## config.mk

```make
export PLATFORM = sky130hd
export DESIGN_NAME = load_store_unit
export DESIGN_NICKNAME = d
export VERILOG_FILES = /design/src/rtl/load_store_unit.sv
export SDC_FILE = /design/constraint.sdc
export NUM_CORES = 1
export LEC_CHECK = 0
export BUFFER_PORTS_ARGS = -buffer_cell sky130_fd_sc_hd__buf_2
export CELL_PAD_IN_SITES_DETAIL_PLACEMENT = 1
export CELL_PAD_IN_SITES_GLOBAL_PLACEMENT = 2
export CORE_MARGIN = 8
export CORE_UTILIZATION = 31
export CTS_BUF_LIST = sky130_fd_sc_hd__clkbuf_4 sky130_fd_sc_hd__clkbuf_8 sky130_fd_sc_hd__clkbuf_16
export CTS_CLUSTER_SIZE = 12
export DETAILED_ROUTE_END_ITERATION = 10
export PLACE_DENSITY_LB_ADDON = 0.1
export SLEW_MARGIN = 10
export SYNTH_ARGS = -nofsm -noshare
export SYNTH_HDL_FRONTEND = slang
export SYNTH_SLANG_ARGS = --single-unit
```

## constraint.sdc

```tcl
create_clock -name clk_i -period 2.07 [get_ports clk_i]
set_input_delay 0.1035 -clock clk_i [delete_from_list [all_inputs] [get_ports clk_i]]
set_output_delay 0.1035 -clock clk_i [all_outputs]
set_load 0.01 [all_outputs]
```

## src/rtl/load_store_unit.sv

```systemverilog
// Load/store engine between the ALU and a req/ack data memory. Stalls the core while an
// access is in flight, then returns extended load data or a fault/timeout status.
module load_store_unit #(
    parameter int unsigned MAX_WAIT = 255
) (
    input  logic        clk_i,
    input  logic        rst_ni,
    input  logic        mem_en_i,
    input  logic        mem_we_i,
    input  logic [2:0]  funct_i,
    input  logic [31:0] addr_i,
    input  logic [31:0] store_data_i,
    output logic        stall_o,
    output logic [31:0] load_data_o,
    output logic        done_o,
    output logic        fault_o,
    output logic        timeout_o,
    output logic        dmem_req_o,
    output logic        dmem_we_o,
    output logic [31:0] dmem_addr_o,
    output logic [31:0] dmem_wdata_o,
    output logic [3:0]  dmem_be_o,
    input  logic        dmem_ack_i,
    input  logic [31:0] dmem_rdata_i
);

    typedef enum logic [1:0] {StIdle, StBusy, StDone} state_e;

    state_e      state_q, state_d;
    logic [7:0]  cnt_q, cnt_d;
    logic [2:0]  funct_q, funct_d;
    logic [1:0]  off_q, off_d;
    logic [31:0] load_data_q, load_data_d;
    logic        done_q, done_d;
    logic        fault_q, fault_d;
    logic        timeout_q, timeout_d;
    logic        req_q, req_d;
    logic        we_q, we_d;
    logic [31:0] addr_q, addr_d;
    logic [31:0] wdata_q, wdata_d;
    logic [3:0]  be_q, be_d;

    logic        illegal, misaligned;
    logic [3:0]  be_dec;
    logic [31:0] wdata_dec;
    logic [31:0] lane;
    logic [31:0] load_ext;

    // Request decode from the live ALU inputs
    always_comb begin
        if (mem_we_i) begin
            illegal = funct_i[2] | (funct_i[1:0] == 2'b11);
        end else begin
            illegal = (funct_i == 3'b011) | (funct_i[2:1] == 2'b11);
        end
        misaligned = ((funct_i[1:0] == 2'b01) & addr_i[0]) |
                     ((funct_i[1:0] == 2'b10) & (addr_i[1:0] != 2'b00));
        case (funct_i[1:0])
            2'b00: begin
                be_dec    = 4'b0001 << addr_i[1:0];
                wdata_dec = {4{store_data_i[7:0]}};
            end
            2'b01: begin
                be_dec    = addr_i[1] ? 4'b1100 : 4'b0011;
                wdata_dec = {2{store_data_i[15:0]}};
            end
            default: begin
                be_dec    = 4'b1111;
                wdata_dec = store_data_i;
            end
        endcase
    end

    // Load lane extraction from the returned word
    always_comb begin
        lane = dmem_rdata_i >> {off_q, 3'b000};
        case (funct_q)
            3'b000:  load_ext = {{24{lane[7]}}, lane[7:0]};
            3'b001:  load_ext = {{16{lane[15]}}, lane[15:0]};
            3'b100:  load_ext = {24'h0, lane[7:0]};
            3'b101:  load_ext = {16'h0, lane[15:0]};
            default: load_ext = lane;
        endcase
    end

    always_comb begin
        state_d     = state_q;
        cnt_d       = cnt_q;
        funct_d     = funct_q;
        off_d       = off_q;
        load_data_d = load_data_q;
        done_d      = 1'b0;
        fault_d     = fault_q;
        timeout_d   = timeout_q;
        req_d       = req_q;
        we_d        = we_q;
        addr_d      = addr_q;
        wdata_d     = wdata_q;
        be_d        = be_q;
        unique case (state_q)
            StIdle: begin
                if (mem_en_i) begin
                    fault_d   = 1'b0;
                    timeout_d = 1'b0;
                    if (illegal || misaligned) begin
                        fault_d     = 1'b1;
                        load_data_d = 32'h0;
                        done_d      = 1'b1;
                        state_d     = StDone;
                    end else begin
                        addr_d  = {addr_i[31:2], 2'b00};
                        we_d    = mem_we_i;
                        be_d    = be_dec;
                        wdata_d = wdata_dec;
                        funct_d = funct_i;
                        off_d   = addr_i[1:0];
                        cnt_d   = 8'h0;
                        req_d   = 1'b1;
                        state_d = StBusy;
                    end
                end
            end
            StBusy: begin
                // An ack in the final allowed cycle beats the timeout
                if (dmem_ack_i) begin
                    req_d = 1'b0;
                    if (!we_q) begin
                        load_data_d = load_ext;
                    end
                    done_d  = 1'b1;
                    state_d = StDone;
                end else if (cnt_q == 8'(MAX_WAIT - 1)) begin
                    req_d       = 1'b0;
                    timeout_d   = 1'b1;
                    load_data_d = 32'h0;
                    done_d      = 1'b1;
                    state_d     = StDone;
                end else begin
                    cnt_d = cnt_q + 8'd1;
                end
            end
            StDone: state_d = StIdle;
            default: state_d = StIdle;
        endcase
    end

    always_ff @(posedge clk_i or negedge rst_ni) begin
        if (!rst_ni) begin
            state_q     <= StIdle;
            cnt_q       <= 8'h0;
            funct_q     <= 3'h0;
            off_q       <= 2'h0;
            load_data_q <= 32'h0;
            done_q      <= 1'b0;
            fault_q     <= 1'b0;
            timeout_q   <= 1'b0;
            req_q       <= 1'b0;
            we_q        <= 1'b0;
            addr_q      <= 32'h0;
            wdata_q     <= 32'h0;
            be_q        <= 4'h0;
        end else begin
            state_q     <= state_d;
            cnt_q       <= cnt_d;
            funct_q     <= funct_d;
            off_q       <= off_d;
            load_data_q <= load_data_d;
            done_q      <= done_d;
            fault_q     <= fault_d;
            timeout_q   <= timeout_d;
            req_q       <= req_d;
            we_q        <= we_d;
            addr_q      <= addr_d;
            wdata_q     <= wdata_d;
            be_q        <= be_d;
        end
    end

    assign stall_o      = ((state_q == StIdle) & mem_en_i) | (state_q == StBusy);
    assign load_data_o  = load_data_q;
    assign done_o       = done_q;
    assign fault_o      = fault_q;
    assign timeout_o    = timeout_q;
    assign dmem_req_o   = req_q;
    assign dmem_we_o    = we_q;
    assign dmem_addr_o  = addr_q;
    assign dmem_wdata_o = wdata_q;
    assign dmem_be_o    = be_q;

endmodule

```

---- Word-level counts from Yosys, hierarchy flattened ----
Cells that the tools add are included.
cells by class
  $add $sub $neg .......................... 1
  equality and inequality tests ........... 18
  shift-type cells ........................ 2
  mux-type cells .......................... 35
  bitwise logic cells ..................... 8
  reduce and logical (&&, ||, !) cells .... 13
operators by type and width
  kind                 count
  $mux 32              5
  $pmux 32 s2          2
  $pmux 32 s4          1
  $mux 8               4
  $shr 32x5->32        1
  $pmux 8 s2           1
  $mux 1               12
  $ne 2x2->1 const B   6
  $reduce_and 5->1     2
  $add 8x1->8 const B  1
  $eq 8x8->1 const B   1
  $mux 2               4
  $pmux 4 s2           1
  $reduce_and 4->1     2
  $eq 2x2->1 const B   3
  $eq 3x3->1 const B   2
  $ne 3x3->1 const B   2
  $pmux 1 s2           3
  $eq 2x1->1 const B   2
  $logic_not 2->1      2
  $mux 4               1
  $or 1x1->1           4
  $pmux 2 s2           1
  $reduce_and 2->1     2
  other kinds (9)      12
word-level totals
  register bits ........................... 118
  bits of input ports ..................... 104
  output and inout bits ................... 106
  logic and storage cells ................. 90

---- Depth between registers and ports, before layout ----
  depth in word-level cells ............... 7
  mapped depth ............................ 8

---- Worst setup path after synthesis ----
No wires, ideal clock.
  path kind ............................... register to register
  start ................................... register state_q[1]
  end ..................................... register load_data_q[16], in the netlist load_data_o[16]
  data arrival time ....................... 1.774 ns
  data required time ...................... 2.003 ns
  slack ................................... 0.230 ns
  stages on the path, launching flop included .. 8
  path buffers ............................ 2
  period minus slack after synthesis ...... 1.840 ns
  cell sequence ........................... dfrtp_1 > buf_2 > nor2b_4 > nand2_1 > or4_1 > a211oi_4 > buf_4 > a221o_1
between the ends
  cells in the longest elaborated chain, start to end .. 3
  elaborated cells between the ends (all ways) .. 9
  classes of those cells .................. eq/ne: 5; mux: 1; reduce/logical: 3
RTL lines
  item                                                  RTL line  source
  start: declaration                                    29        state_e state_q, state_d;
  start signal: assignment                              149       state_q <= StIdle;
  start signal: assignment                              163       state_q <= state_d;
  $eq 2x1->1 / $logic_not 2->1 (equally long branches)  100       unique case (state_q)
  $ne 3x3->1 (no line) (tied with other cells)          --
  $reduce_and 5->1 (no line)                            --
  end signal: assignment                                167       load_data_q <= load_data_d;
  end: declaration                                      33        logic [31:0] load_data_q, load_data_d;
Several ways; a longest one is shown, not always the timed one.
A chain may end at the register's enable or synchronous reset.

---- Final worst setup path ----
  start ................................... input funct_i[2]
  end ..................................... register addr_q[2], in the netlist dmem_addr_o[2]
between the ends
  cells in the longest elaborated chain, start to end .. 6
  elaborated cells between the ends (all ways) .. 8
  classes of those cells .................. eq/ne: 2; mux: 1; bitwise: 3; reduce/logical: 2
RTL lines
  item                                             RTL line  source
  start: declaration                               10        input logic [2:0] funct_i,
  $eq 3x2->1 / $eq 2x2->1 (equally long branches)  54        illegal = (funct_i == 3'b011) | (funct_i[2:1] == 2'b11);
  $or 1x1->1                                       54
  $mux 1 (*)                                       51        if (mem_we_i) begin
  $logic_or 1x1->1 (*)                             105       if (illegal || misaligned) begin
  $not 1->1 (no line) (*)                          --
  $reduce_and 3->1 (no line) (*)                   --
  end signal: assignment                           173       addr_q <= addr_d;
  end: declaration                                 39        logic [31:0] addr_q, addr_d;
Every way passes the cells marked *; elsewhere a longest branch is shown, timed or not.

==> flow_results.org <==
** Drt
- Wire per inst :: 19.5 um
- The first routing iteration left 169 violations.
- Total number of vias :: 4979
- Final routed wirelength across all metal layers :: 19800 um
- Detailed-route vias per instance :: 4.91
- Antenna-violating nets left :: 0
- The first detailed-routing pass ran for 4 iterations.
- After detailed routing, the number of remaining DRC violations is 0.

** Power and ir drop
- Largest vdd supply drop :: 0.000581 V
- Power per Cell Area :: 1130 mW/mm2
- Gate power share :: 32.2%
- Sequential cells account for 35.5% of the total power.
- The internal power of the cells totals 6.31 mW.
- Part of the total power dissipated in the clock network :: 32.3%
- The analysis attributes to cell leakage a power of 4.20 nW.
- Power spent charging and discharging nets :: 3.14 mW
- In this run switching power makes up 33.3% of total power.

** Floorplanning
- Die width :: 151 um
- The total area inside the core boundary comes to 0.0179 mm2.
- Starting density of the core :: 31.5%
- Row Count :: 49
- Measured along the y axis, the die boundary spans 151 um.
- Num ports :: 210
- Total Die Area :: 0.0227 mm2

** CTS
- The clock passes through at most 2 buffers.
- TritonCTS built the clock tree.
- Clock-pin slew was measured on the worst setup and hold paths at 0.06 ns.
- The cell sitting at the root of the clock tree is a sky130_fd_sc_hd__clkbuf_16.
- For the worst-skew pair, the clock arrives at the later sink with an insertion delay of 0.41 ns.
- The H-tree was split into 4 levels.
- Counting every sink on the clock net gives 118.
- Number of buffers added by the clock tree synthesis step :: 17

** Timing
- Timing would allow up to 0.509 GHz.
- Worst-Margin Slew :: 0.559 ns
- The number of max-slew violations in the final report came to 0.
- Final-report setup violation count :: 0
- Setup skew after layout :: 0.00622 ns
- Setup repair after global routing missed its margin :: no
- Final period util :: 95.0%
- Final hold violation count :: 0
- Measured against its own limit, the worst slew margin works out to 62.5%.
- Final min period :: 1.97 ns
- Adding up every negative setup slack in the final design gives 0 ns.

** Cells and area
- Share of post-route cells with drive strength above 1 :: 39.7%
- Filler cell count :: 2020
- Area of all placed cells without fillers :: 0.00839 mm2
- The final layout contains 878 nets.
- Synthesis-to-layout area growth :: 49.0%
- Registers take 0.00295 mm2.
- In the final layout, the multi-input gates occupy 0.00251 mm2.

** Logic synthesis
- Area fraction of the dominant cell type after synthesis :: 52.4%
- EDFF count, synth :: 0
- By instance count, the leading cell after synthesis is sky130_fd_sc_hd__dfrtp_1.
- Most used flip-flop cell after synthesis :: sky130_fd_sc_hd__dfrtp_1
- Async set-or-reset flop fraction in the synthesized netlist :: 100%
- Library cell with the largest summed area after synthesis :: sky130_fd_sc_hd__dfrtp_1
- Sequential cells were found to cover 52.4% of the synthesized design area.
- Ranked by total cell area, the synthesized netlist is headed by sky130_fd_sc_hd__dfrtp_1 52%, sky130_fd_sc_hd__mux2_4 8.0%, sky130_fd_sc_hd__mux2i_1 5.7%.
- Counting every instance in the synthesized netlist gives 483.
- Number of flip-flops and latches in the synthesized netlist :: 118
- Mean cell area of the mapped netlist :: 11.7 um2
- Synth warn :: 0
- The synthesized netlist occupies a cell area of 0.00563 mm2.
- Count of unique library cells instantiated by Yosys :: 50
- After synthesis, the most frequently instantiated cells are 118 x sky130_fd_sc_hd__dfrtp_1, 48 x sky130_fd_sc_hd__nand2_1, 34 x sky130_fd_sc_hd__o21ai_1.

** GRT
- Largest net degree at the start of global routing :: 74
- Global routing used 17.6% of the available tracks.
- The via count of the first global-routing pass was 5589.
- The number of antenna violations at the first check in global routing came to 2.
- Wire length of the first global-routing pass :: 30800 um
- Global routing finished with a remaining overflow of 0.

** Critical path
- STA puts the critical path data required time at 2.36 ns.
- Critical path buffer and inverter count :: 3
- On the critical path, the stage with the largest delay is an instance of sky130_fd_sc_hd__dlygate4sd3_1.
- The critical path in this run is classified as in -> reg.
- STA classifies the critical path startpoint as a primary input.
- The kind of cell with the highest combined delay along the critical path is buffers and inverters.
- Critical path fanouts, max :: 53
- On the worst path, the slowest cell contributes a delay of 0.53 ns.
- The worst setup path is captured at a register.
- CP cell instances :: dlygate4sd3_1 > buf_2 > a221oi_2 > nor2_1 > or3_4 > buf_12 > mux2_1
- At the worst endpoint, the arrival time is 2.26 ns.

** Placement
- After legalization and detailed placement, the total HPWL measured 14400 um.
- Port buffering added 207 buffers.
- At the end of routability-driven placement, the weighted congestion stood at 0.825.
- Once placement finished, the instance area stood at 0.00701 mm2.

** Run status
- The flow ran to the end, and the final reports show no timing, DRC or antenna violations.

** Worst hold path
- Hold crit path type :: in -> reg

** Job
- Maximum capacitance violations :: 0
==> flip-flops by register name, indices dropped and copies added (netlist names), 2 cells and up <==
register / cells
dmem_addr_o: 30
dmem_wdata_o: 32
funct_q: 3
cnt_q: 8
load_data_o: 32
off_q: 2
state_q: 2
dmem_be_o: 4
==> logic make-up after synthesis <==
family                   share of synthesized area, %
adder cells (fa/ha/maj)                         0.444
flip-flops                                       52.4
other                                          0.0666
XOR/XNOR                                        0.311
AND/OR/NAND/NOR                                  10.3
AO/OA/AOI/OAI                                    14.4
multiplexers                                     18.3
buffers and inverters                            3.78
==> cell usage in the layout (no fill, tap or decap), types with 4 or more instances in the layout <==
master	count
sky130_fd_sc_hd__mux2_4	30
sky130_fd_sc_hd__inv_1	4
sky130_fd_sc_hd__a211oi_1	8
sky130_fd_sc_hd__o21ai_0	14
sky130_fd_sc_hd__o41ai_1	4
sky130_fd_sc_hd__mux2_1	20
sky130_fd_sc_hd__nand2_1	48
sky130_fd_sc_hd__or3_1	4
sky130_fd_sc_hd__clkinvlp_4	5
sky130_fd_sc_hd__o41ai_2	4
sky130_fd_sc_hd__buf_12	5
sky130_fd_sc_hd__clkbuf_16	17
sky130_fd_sc_hd__nand2b_1	4
sky130_fd_sc_hd__dlygate4sd3_1	72
sky130_fd_sc_hd__nor2b_1	7
sky130_fd_sc_hd__a22o_1	7
sky130_fd_sc_hd__mux2i_1	32
sky130_fd_sc_hd__nand4_1	4
sky130_fd_sc_hd__nand3_1	4
sky130_fd_sc_hd__nor2_1	30
sky130_fd_sc_hd__a221o_1	16
sky130_fd_sc_hd__a21oi_1	19
sky130_fd_sc_hd__buf_2	206
sky130_fd_sc_hd__o21ai_1	34
sky130_fd_sc_hd__buf_4	20
sky130_fd_sc_hd__dfrtp_1	118
==> worst register-to-register path: cells and delay by family (launching register included) <==
family,cells,cell delay (ns)
buffers and inverters,2,0.39
DFF,1,0.41
muxes,1,0.39
and+or+nand+nor,2,0.60
==> cell type report <==
class                   count  area share [%]
diodes                      1          0.0298
clock inverters            14            2.10
well taps                 229            3.41
flip-flops and latches    118            35.2
inverters                   7           0.313
clock buffers              18            5.16
multi-input cells         325            29.9
repair buffers            303            23.9
==> repair_timing <==
item                                    in CTS  in global routing
hold buffers                                72                  0
endpoints found under the setup margin       0                 28
resized for setup                            0                  6
buffers inserted                             0                  2
hold endpoints to repair                   116                  0
==> power by group through the flow <==
stage	Combinational, mW	Sequential (mW)	Clock, mW
floorplan	1.35	3.61	0
global placement	2.91	3.35	0
detailed placement	2.97	3.39	0
CTS	3.09	3.36	3.14
global route	3.34	3.46	3.25
finish	3.04	3.36	3.06
==> layer usage <==
layer  track usage [%]  vias up  part of all wire [%]
li1                  -     2326                     -
met1              20.0     2460                    39
met2              29.7      156                    50
met3              6.27       33                   8.5
met4              6.73        4                   2.1
met5                 0        -                  0.13
==> per-stage QoR <==
step	util [%]	power, mW	hold WS (ns)	setup slack, ns	std cells
2_1_floorplan	-	4.96	-0.192	0.230	484
3_5_place_dp	39.1	6.35	0.0486	0.0185	908
4_1_cts	46.6	9.59	0.00507	0.0191	1012
5_1_grt	46.9	10.0	0.0257	0.000226	1014
3_3_place_gp	39.1	6.26	0.0435	0.114	908
6_report	46.9	9.45	0.0219	0.104	1015
==> final timing paths <==
check                                           start                           end  slack (ns)  depth (start not counted)
min reg2reg                load_data_o[1]$_DFFE_PN0P_    load_data_o[1]$_DFFE_PN0P_        0.48                          2
min                                  store_data_i[11]  dmem_wdata_o[11]$_DFFE_PN0P_        0.02                          3
max in group asynchronous                      rst_ni   dmem_addr_o[24]$_DFFE_PN0P_        1.21                          3
max                                        funct_i[2]    dmem_addr_o[2]$_DFFE_PN0P_        0.10                          7
min in group asynchronous                      rst_ni    load_data_o[2]$_DFFE_PN0P_        0.14                          2
max reg2reg                    state_q[1]$_DFFE_PN0P_    dmem_addr_o[2]$_DFFE_PN0P_        0.15                          5
No activity file was read; power rests on OpenSTA's default activity.
